## config.mk

```make
export PLATFORM = sky130hd
export DESIGN_NAME = video_half_scaler_flat
export DESIGN_NICKNAME = d
export VERILOG_FILES = /design/src/rtl/video_half_scaler_pkg.sv /design/src/rtl/video_half_scaler_if.sv /design/src/rtl/video_half_scaler_line_ram.sv /design/src/rtl/video_half_scaler.sv /design/src/flat_wrapper.sv
export SDC_FILE = /design/constraint.sdc
export NUM_CORES = 1
export LEC_CHECK = 0
export ABC_AREA = 1
export CORE_MARGIN = 8
export CORE_UTILIZATION = 49
export DETAILED_ROUTE_END_ITERATION = 7
export PLACE_DENSITY = 0.86
export SLEW_MARGIN = 20
export SYNTH_ARGS = -nofsm -noshare
export SYNTH_HDL_FRONTEND = slang
export SYNTH_HIERARCHICAL = 1
export SYNTH_SLANG_ARGS = --single-unit
```

## constraint.sdc

```tcl
create_clock -name Img_pclk_i -period 1.5 [get_ports Img_pclk_i]
set_clock_uncertainty 0.15 [all_clocks]
set_input_delay 0.225 -clock Img_pclk_i [delete_from_list [all_inputs] [get_ports Img_pclk_i]]
set_output_delay 0.225 -clock Img_pclk_i [all_outputs]
set_load 0.02 [all_outputs]
```

## src/rtl/video_half_scaler_pkg.sv

```systemverilog
// Shared types and helpers for the 2:1 RGB565 downscaler: pixel and half-sum
// layouts, FSM encoding, pipeline latency and the channel arithmetic.
package video_half_scaler_pkg;

  localparam int LAT  = 2;
  localparam int HR_W = 6;
  localparam int HG_W = 7;
  localparam int HB_W = 6;

  typedef enum logic [1:0] {
    S_IDLE = 2'd0,
    S_EVEN = 2'd1,
    S_ODD  = 2'd2
  } state_e;

  typedef struct packed {
    logic [4:0] r;
    logic [5:0] g;
    logic [4:0] b;
  } rgb565_t;

  typedef struct packed {
    logic [HR_W-1:0] r;
    logic [HG_W-1:0] g;
    logic [HB_W-1:0] b;
  } hsum_t;

  localparam int HSUM_W = $bits(hsum_t);

  function automatic hsum_t pair_sum(input rgb565_t a, input rgb565_t b);
    hsum_t s;
    s.r = HR_W'(a.r) + HR_W'(b.r);
    s.g = HG_W'(a.g) + HG_W'(b.g);
    s.b = HB_W'(a.b) + HB_W'(b.b);
    return s;
  endfunction

  // Rounded mean of four pixels given two horizontal pair sums.
  function automatic rgb565_t box_avg(input hsum_t top, input hsum_t bot);
    logic [HR_W:0] r;
    logic [HG_W:0] g;
    logic [HB_W:0] b;
    rgb565_t       o;
    r   = (HR_W+1)'(top.r) + (HR_W+1)'(bot.r) + (HR_W+1)'(2);
    g   = (HG_W+1)'(top.g) + (HG_W+1)'(bot.g) + (HG_W+1)'(2);
    b   = (HB_W+1)'(top.b) + (HB_W+1)'(bot.b) + (HB_W+1)'(2);
    o.r = r[HR_W:2];
    o.g = g[HG_W:2];
    o.b = b[HB_W:2];
    return o;
  endfunction

endpackage

```

## src/rtl/video_half_scaler_if.sv

```systemverilog
// Pixel stream bundle: frame sync, pixel valid and RGB565 data.
interface video_half_scaler_if;
  logic        vs;
  logic        de;
  logic [15:0] data;

  modport master (output vs, de, data);
  modport slave  (input  vs, de, data);
endinterface

```

## src/rtl/video_half_scaler_line_ram.sv

```systemverilog
// Simple dual-port line buffer holding one even line of horizontal pair sums.
module half_line_ram #(
  parameter int ADDR_W = 10,
  parameter int DATA_W = 19
) (
  input  logic              clk,
  input  logic              we,
  input  logic [ADDR_W-1:0] waddr,
  input  logic [DATA_W-1:0] wdata,
  input  logic              re,
  input  logic [ADDR_W-1:0] raddr,
  output logic [DATA_W-1:0] rdata
);

  logic [DATA_W-1:0] mem [2**ADDR_W];
  logic [DATA_W-1:0] rdata_q;

  // NOTE: storage and read register carry no reset; contents are don't-care
  // after reset, and a reset would prevent mapping onto block RAM.
  always_ff @(posedge clk) begin
    if (we) mem[waddr] <= wdata;
    if (re) rdata_q <= mem[raddr];
  end

  assign rdata = rdata_q;

endmodule

```

## src/rtl/video_half_scaler.sv

```systemverilog
// 2:1 horizontal+vertical RGB565 downscaler with two-cycle output latency.
// HALF_SCALE_AVG_EN selects 2x2 rounded box average; otherwise top-left decimation.
module video_half_scaler
  import video_half_scaler_pkg::*;
#(
  parameter int IMG_COL = 1280,
  parameter int IMG_ROW = 720,
  parameter int ADDR_W  = 10
) (
  input  logic                        Img_pclk_i,
  input  logic                        sys_rst_n,
  video_half_scaler_if.slave          img_i,
  video_half_scaler_if.master         img_o
);

  // Odd sizes round down so a trailing unpaired pixel or line never emits.
  localparam int COL_LIM = (IMG_COL / 2) * 2;
  localparam int ROW_LIM = (IMG_ROW / 2) * 2;
  localparam int CW      = ADDR_W + 2;
  localparam int RW      = $clog2(IMG_ROW + 1);

  state_e          state_q, state_d;
  logic [CW-1:0]   col_q, col_d;
  logic [RW-1:0]   row_q, row_d;
  logic            de_prev_q, de_prev_d;
  logic [LAT-1:0]  vs_pipe_q, vs_pipe_d;
  logic            s1_valid_q, s1_valid_d;
  rgb565_t         s1_data_q, s1_data_d;
  logic            de_o_q, de_o_d;
  rgb565_t         data_o_q, data_o_d;

  logic            de_fall;
  logic            pix_ok;
  logic            pix_odd;
  rgb565_t         pix;

  assign pix     = rgb565_t'(img_i.data);
  assign de_fall = de_prev_q & ~img_i.de;
  assign pix_odd = col_q[0];
  assign pix_ok  = img_i.de & ~img_i.vs & (state_q != S_IDLE) &
                   (col_q < CW'(COL_LIM)) & (row_q < RW'(ROW_LIM));

`ifdef HALF_SCALE_AVG_EN
  rgb565_t           hold_q, hold_d;
  logic              ram_we;
  logic              ram_re;
  logic [HSUM_W-1:0] ram_rdata;
  hsum_t             h_cur;

  assign h_cur = pair_sum(hold_q, pix);

  half_line_ram #(
    .ADDR_W (ADDR_W),
    .DATA_W (HSUM_W)
  ) u_line_ram (
    .clk   (Img_pclk_i),
    .we    (ram_we),
    .waddr (col_q[ADDR_W:1]),
    .wdata (h_cur),
    .re    (ram_re),
    .raddr (col_q[ADDR_W:1]),
    .rdata (ram_rdata)
  );

  always_ff @(posedge Img_pclk_i or negedge sys_rst_n) begin
    if (!sys_rst_n) hold_q <= '0;
    else            hold_q <= hold_d;
  end
`endif

  // NOTE: every always_comb output gets a default first, so no path leaves a
  // signal unassigned and no latch is inferred.
  always_comb begin
    state_d    = state_q;
    col_d      = col_q;
    row_d      = row_q;
    de_prev_d  = img_i.de & ~img_i.vs;
    vs_pipe_d  = {vs_pipe_q[LAT-2:0], img_i.vs};
    s1_valid_d = 1'b0;
    s1_data_d  = s1_data_q;
    de_o_d     = s1_valid_q & ~img_i.vs;
    data_o_d   = de_o_d ? s1_data_q : data_o_q;
`ifdef HALF_SCALE_AVG_EN
    hold_d     = hold_q;
    ram_we     = 1'b0;
    ram_re     = 1'b0;
`endif

    if (img_i.vs) begin
      state_d = S_IDLE;
      col_d   = '0;
      row_d   = '0;
    end else begin
      unique case (state_q)
        S_IDLE:  state_d = S_EVEN;
        S_EVEN:  if (de_fall) state_d = S_ODD;
        S_ODD:   if (de_fall) state_d = S_EVEN;
        default: state_d = S_IDLE;
      endcase
      if (de_fall) begin
        col_d = '0;
        if (row_q < RW'(ROW_LIM)) row_d = row_q + RW'(1);
      end else if (img_i.de && state_q != S_IDLE && col_q < CW'(COL_LIM)) begin
        col_d = col_q + CW'(1);
      end
    end

    if (pix_ok) begin
`ifdef HALF_SCALE_AVG_EN
      // The even column prefetches the upper pair sum for the odd column.
      if (!pix_odd) begin
        hold_d = pix;
        ram_re = 1'b1;
      end else if (state_q == S_EVEN) begin
        ram_we = 1'b1;
      end else begin
        s1_valid_d = 1'b1;
        s1_data_d  = box_avg(hsum_t'(ram_rdata), h_cur);
      end
`else
      if (!pix_odd && state_q == S_EVEN) begin
        s1_valid_d = 1'b1;
        s1_data_d  = pix;
      end
`endif
    end
  end

  always_ff @(posedge Img_pclk_i or negedge sys_rst_n) begin
    if (!sys_rst_n) begin
      state_q    <= S_IDLE;
      col_q      <= '0;
      row_q      <= '0;
      de_prev_q  <= 1'b0;
      vs_pipe_q  <= '0;
      s1_valid_q <= 1'b0;
      s1_data_q  <= '0;
      de_o_q     <= 1'b0;
      data_o_q   <= '0;
    end else begin
      state_q    <= state_d;
      col_q      <= col_d;
      row_q      <= row_d;
      de_prev_q  <= de_prev_d;
      vs_pipe_q  <= vs_pipe_d;
      s1_valid_q <= s1_valid_d;
      s1_data_q  <= s1_data_d;
      de_o_q     <= de_o_d;
      data_o_q   <= data_o_d;
    end
  end

  assign img_o.vs   = vs_pipe_q[LAT-1];
  assign img_o.de   = de_o_q;
  assign img_o.data = data_o_q;

endmodule

```

## src/flat_wrapper.sv

```systemverilog
// flat-port wrapper written by rule: the top's interface ports become plain ports
module video_half_scaler_flat import video_half_scaler_pkg::*;
#(
  parameter int IMG_COL = 1280,
  parameter int IMG_ROW = 720,
  parameter int ADDR_W  = 10
)
  (Img_pclk_i, sys_rst_n, img_i_vs, img_i_de, img_i_data, img_o_vs, img_o_de, img_o_data);
  video_half_scaler_if img_i_i ();
  video_half_scaler_if img_o_i ();
  input  logic Img_pclk_i;
  input  logic sys_rst_n;
  input wire logic [$bits(img_i_i.vs)-1:0] img_i_vs;
  input wire logic [$bits(img_i_i.de)-1:0] img_i_de;
  input wire logic [$bits(img_i_i.data)-1:0] img_i_data;
  output wire logic [$bits(img_o_i.vs)-1:0] img_o_vs;
  output wire logic [$bits(img_o_i.de)-1:0] img_o_de;
  output wire logic [$bits(img_o_i.data)-1:0] img_o_data;
  assign img_i_i.vs = img_i_vs;
  assign img_i_i.de = img_i_de;
  assign img_i_i.data = img_i_data;
  assign img_o_vs = img_o_i.vs;
  assign img_o_de = img_o_i.de;
  assign img_o_data = img_o_i.data;
  video_half_scaler #(.IMG_COL(IMG_COL), .IMG_ROW(IMG_ROW), .ADDR_W(ADDR_W)) u_core (.Img_pclk_i(Img_pclk_i), .sys_rst_n(sys_rst_n), .img_i(img_i_i), .img_o(img_o_i));
endmodule
```

==> key figures <==
GRT
  • First-pass GRT wire length: 11400 microns
  • Total global routing overflow: 0
  • Antenna violations before repair: 0
  • Vias in the first global route: 2417
  • Largest net degree at the start of global routing: 62
  • GRT Total Usage: 0.168

Floorplan
  • Initial core utilization: 0.504
  • Die area: 8240 sq um
  • I/O pins: 38
  • Rows: 27
  • Core Area: 5440 sq um
  • Die width: 90.8 microns
  • Die Y: 90.8 microns

Finish
  • Commonest non-fill, non-tap cells in the layout: nand2_1, dfrtp_1, nand3_1
  • Layout cells sized above 1: 0.176
  • Layout overhead on the synthesized area: 36.0%
  • Final core occ: 0.685
  • Final nets: 431
  • Fill cells: 383
  • Commonest non-fill, non-tap cell in the layout: nand2_1
  • Register area: 1530 sq um
  • Area of the multi-input gates: 1160 sq um
  • Diode count: 0

STA
  • Hold_ws: 0.133 ns
  • FMAX: 635 MHz
  • Unrepaired setup endpoints after global routing: yes
  • Max_slew headroom: 0.787
  • Slew Viols, Final: 0
  • Final min period: 1.58 ns
  • Final worst slack: -0.0758 ns
  • Final setup fails: 6
  • Worst slew pin tran: 0.320 ns
  • Final Cycle Share: 1.05
  • Count of final hold-check violations: 0

Setup path
  • Worst setup SP type: register
  • Cell family with most CP delay: simple AND/OR/NAND/NOR gates
  • Critical Path RT: 1.61 ns
  • CP max FO: 8
  • Worst path buffer plus inverter count: 2
  • Slowest stage cell, crit path: dfrtp_1
  • Worst setup path category: register to register
  • Worst-path cell chain: nor2_1 -> nand2_2 -> nor3_4 -> buf_12 -> buf_8 -> nand3_1 -> nand2_1
  • Critical path arrival: 1.69 ns
  • Critical Path End Type: register
  • Max incr delay on CP: 0.42 ns

Placed design
  • HPWL after detailed placement: 4600 microns
  • Routability cong.: 0.885
  • DP Worst Slack: -0.285 ns
  • Port bufs: 37

Clock network
  • Reg clk slew, reported paths: 0.07 ns
  • H-tree depth: 3
  • Clk Latency, worst-skew pair: 0.33 ns
  • CTS tree: built
  • Root Driver: clkbuf_8
  • Total CTS buffers: 9
  • Max clock buf depth: 2
  • Clk sinks: 61

Detailed routing
  • Antenna Nets Post-Route: 0
  • Via density: 5.12
  • DRT Pass-1 Iters: 4
  • Vias post-DR: 2490
  • Initial DRC count: 151
  • DR WL/cell: 14.8 microns
  • Drt drc: 0
  • Final wirelength: 7180 microns

Logic synthesis
  • YS warnings: 6
  • Distinct cell type count after synthesis: 23
  • Mapped Nets: 362
  • Synth Instances: 340
  • Avg Cell Area, Syn: 8.06 sq um
  • Post-Syn Area: 2740 sq um
  • Seq cells post-synth: 61
  • Register area share after synthesis: 0.557

Power and ir drop
  • Pwr Density: 1210 nW/um^2
  • Leak Pwr: 1.95 nW
  • Maximum vdd ir drop: 623 uV
  • Total power: 0.00452 W

Worst hold path
  • Worst hold path type: input pin to register

Flow run
  • Max-capacitance violation count: 0

Run status
  • Status: finished with violations
  • Failing checks: negative setup slack
==> worst register-to-register path, delay by kind of cell (launching register included) <==
family	cells	cell delay (ns)
AND/OR/NAND/NOR	5	0.67
flip-flops	1	0.42
buffers and inverters	2	0.27
==> state kept, by name (all words and copies together) (netlist names) <==
signal / flops
u_core/col_q: 12
u_core/de_prev_q: 1
u_core/img_o.data: 16
u_core/img_o.de: 1
u_core/row_q: 10
u_core/s1_data_q: 16
u_core/s1_valid_q: 1
u_core/state_q: 2
u_core/vs_pipe_q: 2
==> per-layer routing <==
metal,GRT usage,vias up,share of wire
li1,-,1210,-
met1,0.195,1170,0.41
met2,0.286,96,0.51
met3,0.0540,14,0.064
met4,0.0546,0,0.016
met5,0,-,0
==> final cells by class <==
| class | instances | share of cell area |
|---|---|---|
| Sequential cell | 61 | 0.410 |
| Multi-Input combinational cell | 244 | 0.311 |
| Timing Repair Buffer | 67 | 0.171 |
| Clock buffer | 9 | 0.0332 |
| Inverter | 26 | 0.0269 |
| Clock inverter | 7 | 0.0242 |
| Tap cell | 72 | 0.0242 |
==> worst paths after layout <==
| kind | startpoint | to | slack (ns) | cells past startpoint |
|---|---|---|---|---|
| hold / removal | img_i_vs | u_core/vs_pipe_q[0]$_DFF_PN0_ | 0.13 | 2 |
| max in group asynchronous | sys_rst_n | u_core/col_q[1]$_DFFE_PN0P_ | 0.62 | 3 |
| hold reg to reg | u_core/vs_pipe_q[0]$_DFF_PN0_ | u_core/vs_pipe_q[1]$_DFF_PN0_ | 0.20 | 0 |
| setup / recovery | u_core/state_q[1]$_DFFE_PN0P_ | u_core/s1_data_q[13]$_DFFE_PN0P_ | -0.08 | 7 |
| min in group asynchronous | sys_rst_n | u_core/img_o.data[3]$_DFFE_PN0P_ | 0.30 | 3 |
| setup reg to reg | u_core/state_q[1]$_DFFE_PN0P_ | u_core/s1_data_q[13]$_DFFE_PN0P_ | -0.08 | 7 |
==> repair_timing <==
action                                  CTS  global route
endpoints found under the hold margin    61             0
setup buffers                             0             5
endpoints found under the setup margin   33            36
cloned                                    0             2
hold buffers                              1             0
gates resized for setup                  21            32
pin swaps                                 0            11
==> cells in the mapped netlist <==
| cell | n | area share |
|---|---|---|
| clkinv_1 | 1 | 0.0014 |
| buf_4 | 1 | 0.0027 |
| nand3_1 | 36 | 0.066 |
| inv_1 | 25 | 0.034 |
| nand2_4 | 1 | 0.0041 |
| nor3b_1 | 1 | 0.0027 |
| o21bai_1 | 1 | 0.0027 |
| nor2_1 | 33 | 0.045 |
| ha_1 | 2 | 0.0091 |
| nand2_2 | 1 | 0.0023 |
| buf_2 | 4 | 0.0073 |
| a21oi_1 | 9 | 0.016 |
| o21ai_0 | 8 | 0.015 |
| nand4_1 | 5 | 0.011 |
| dfrtp_1 | 61 | 0.56 |
| clkbuf_1 | 4 | 0.0055 |
| nor3_4 | 1 | 0.0059 |
| nand2_1 | 135 | 0.18 |
| nor3_1 | 2 | 0.0037 |
| nor2_2 | 1 | 0.0023 |
| xor2_1 | 3 | 0.0096 |
| o21ai_1 | 4 | 0.0073 |
| buf_6 | 1 | 0.0041 |
==> kinds of logic (layout without fill, tap and decap cells) <==
group / count (synthesis) / count (layout) / synth area share
compound gates: 22 / 22 / 0.0411
xor+xnor: 3 / 3 / 0.00959
fa+ha+maj: 2 / 2 / 0.00913
buf+inv: 36 / 109 / 0.0552
flops: 61 / 61 / 0.557
simple gates: 216 / 217 / 0.328
==> where the power goes <==
part | switching [W] | internal [W]
combinational | 0.000511 | 0.000352
clock | 0.000639 | 0.000925
sequential | 0.000165 | 0.00193
==> stage by stage <==
stage	std cells	instance area, sq um	setup TNS, ns
after floorplan	340	2750	-0.562
after global placement	462	3360	-10.53
after global routing	486	3730	-1.32
final	486	3730	-0.105
after detailed placement	462	3360	-13.29
after CTS	479	3570	0
(Power assumes the default switching activity.)
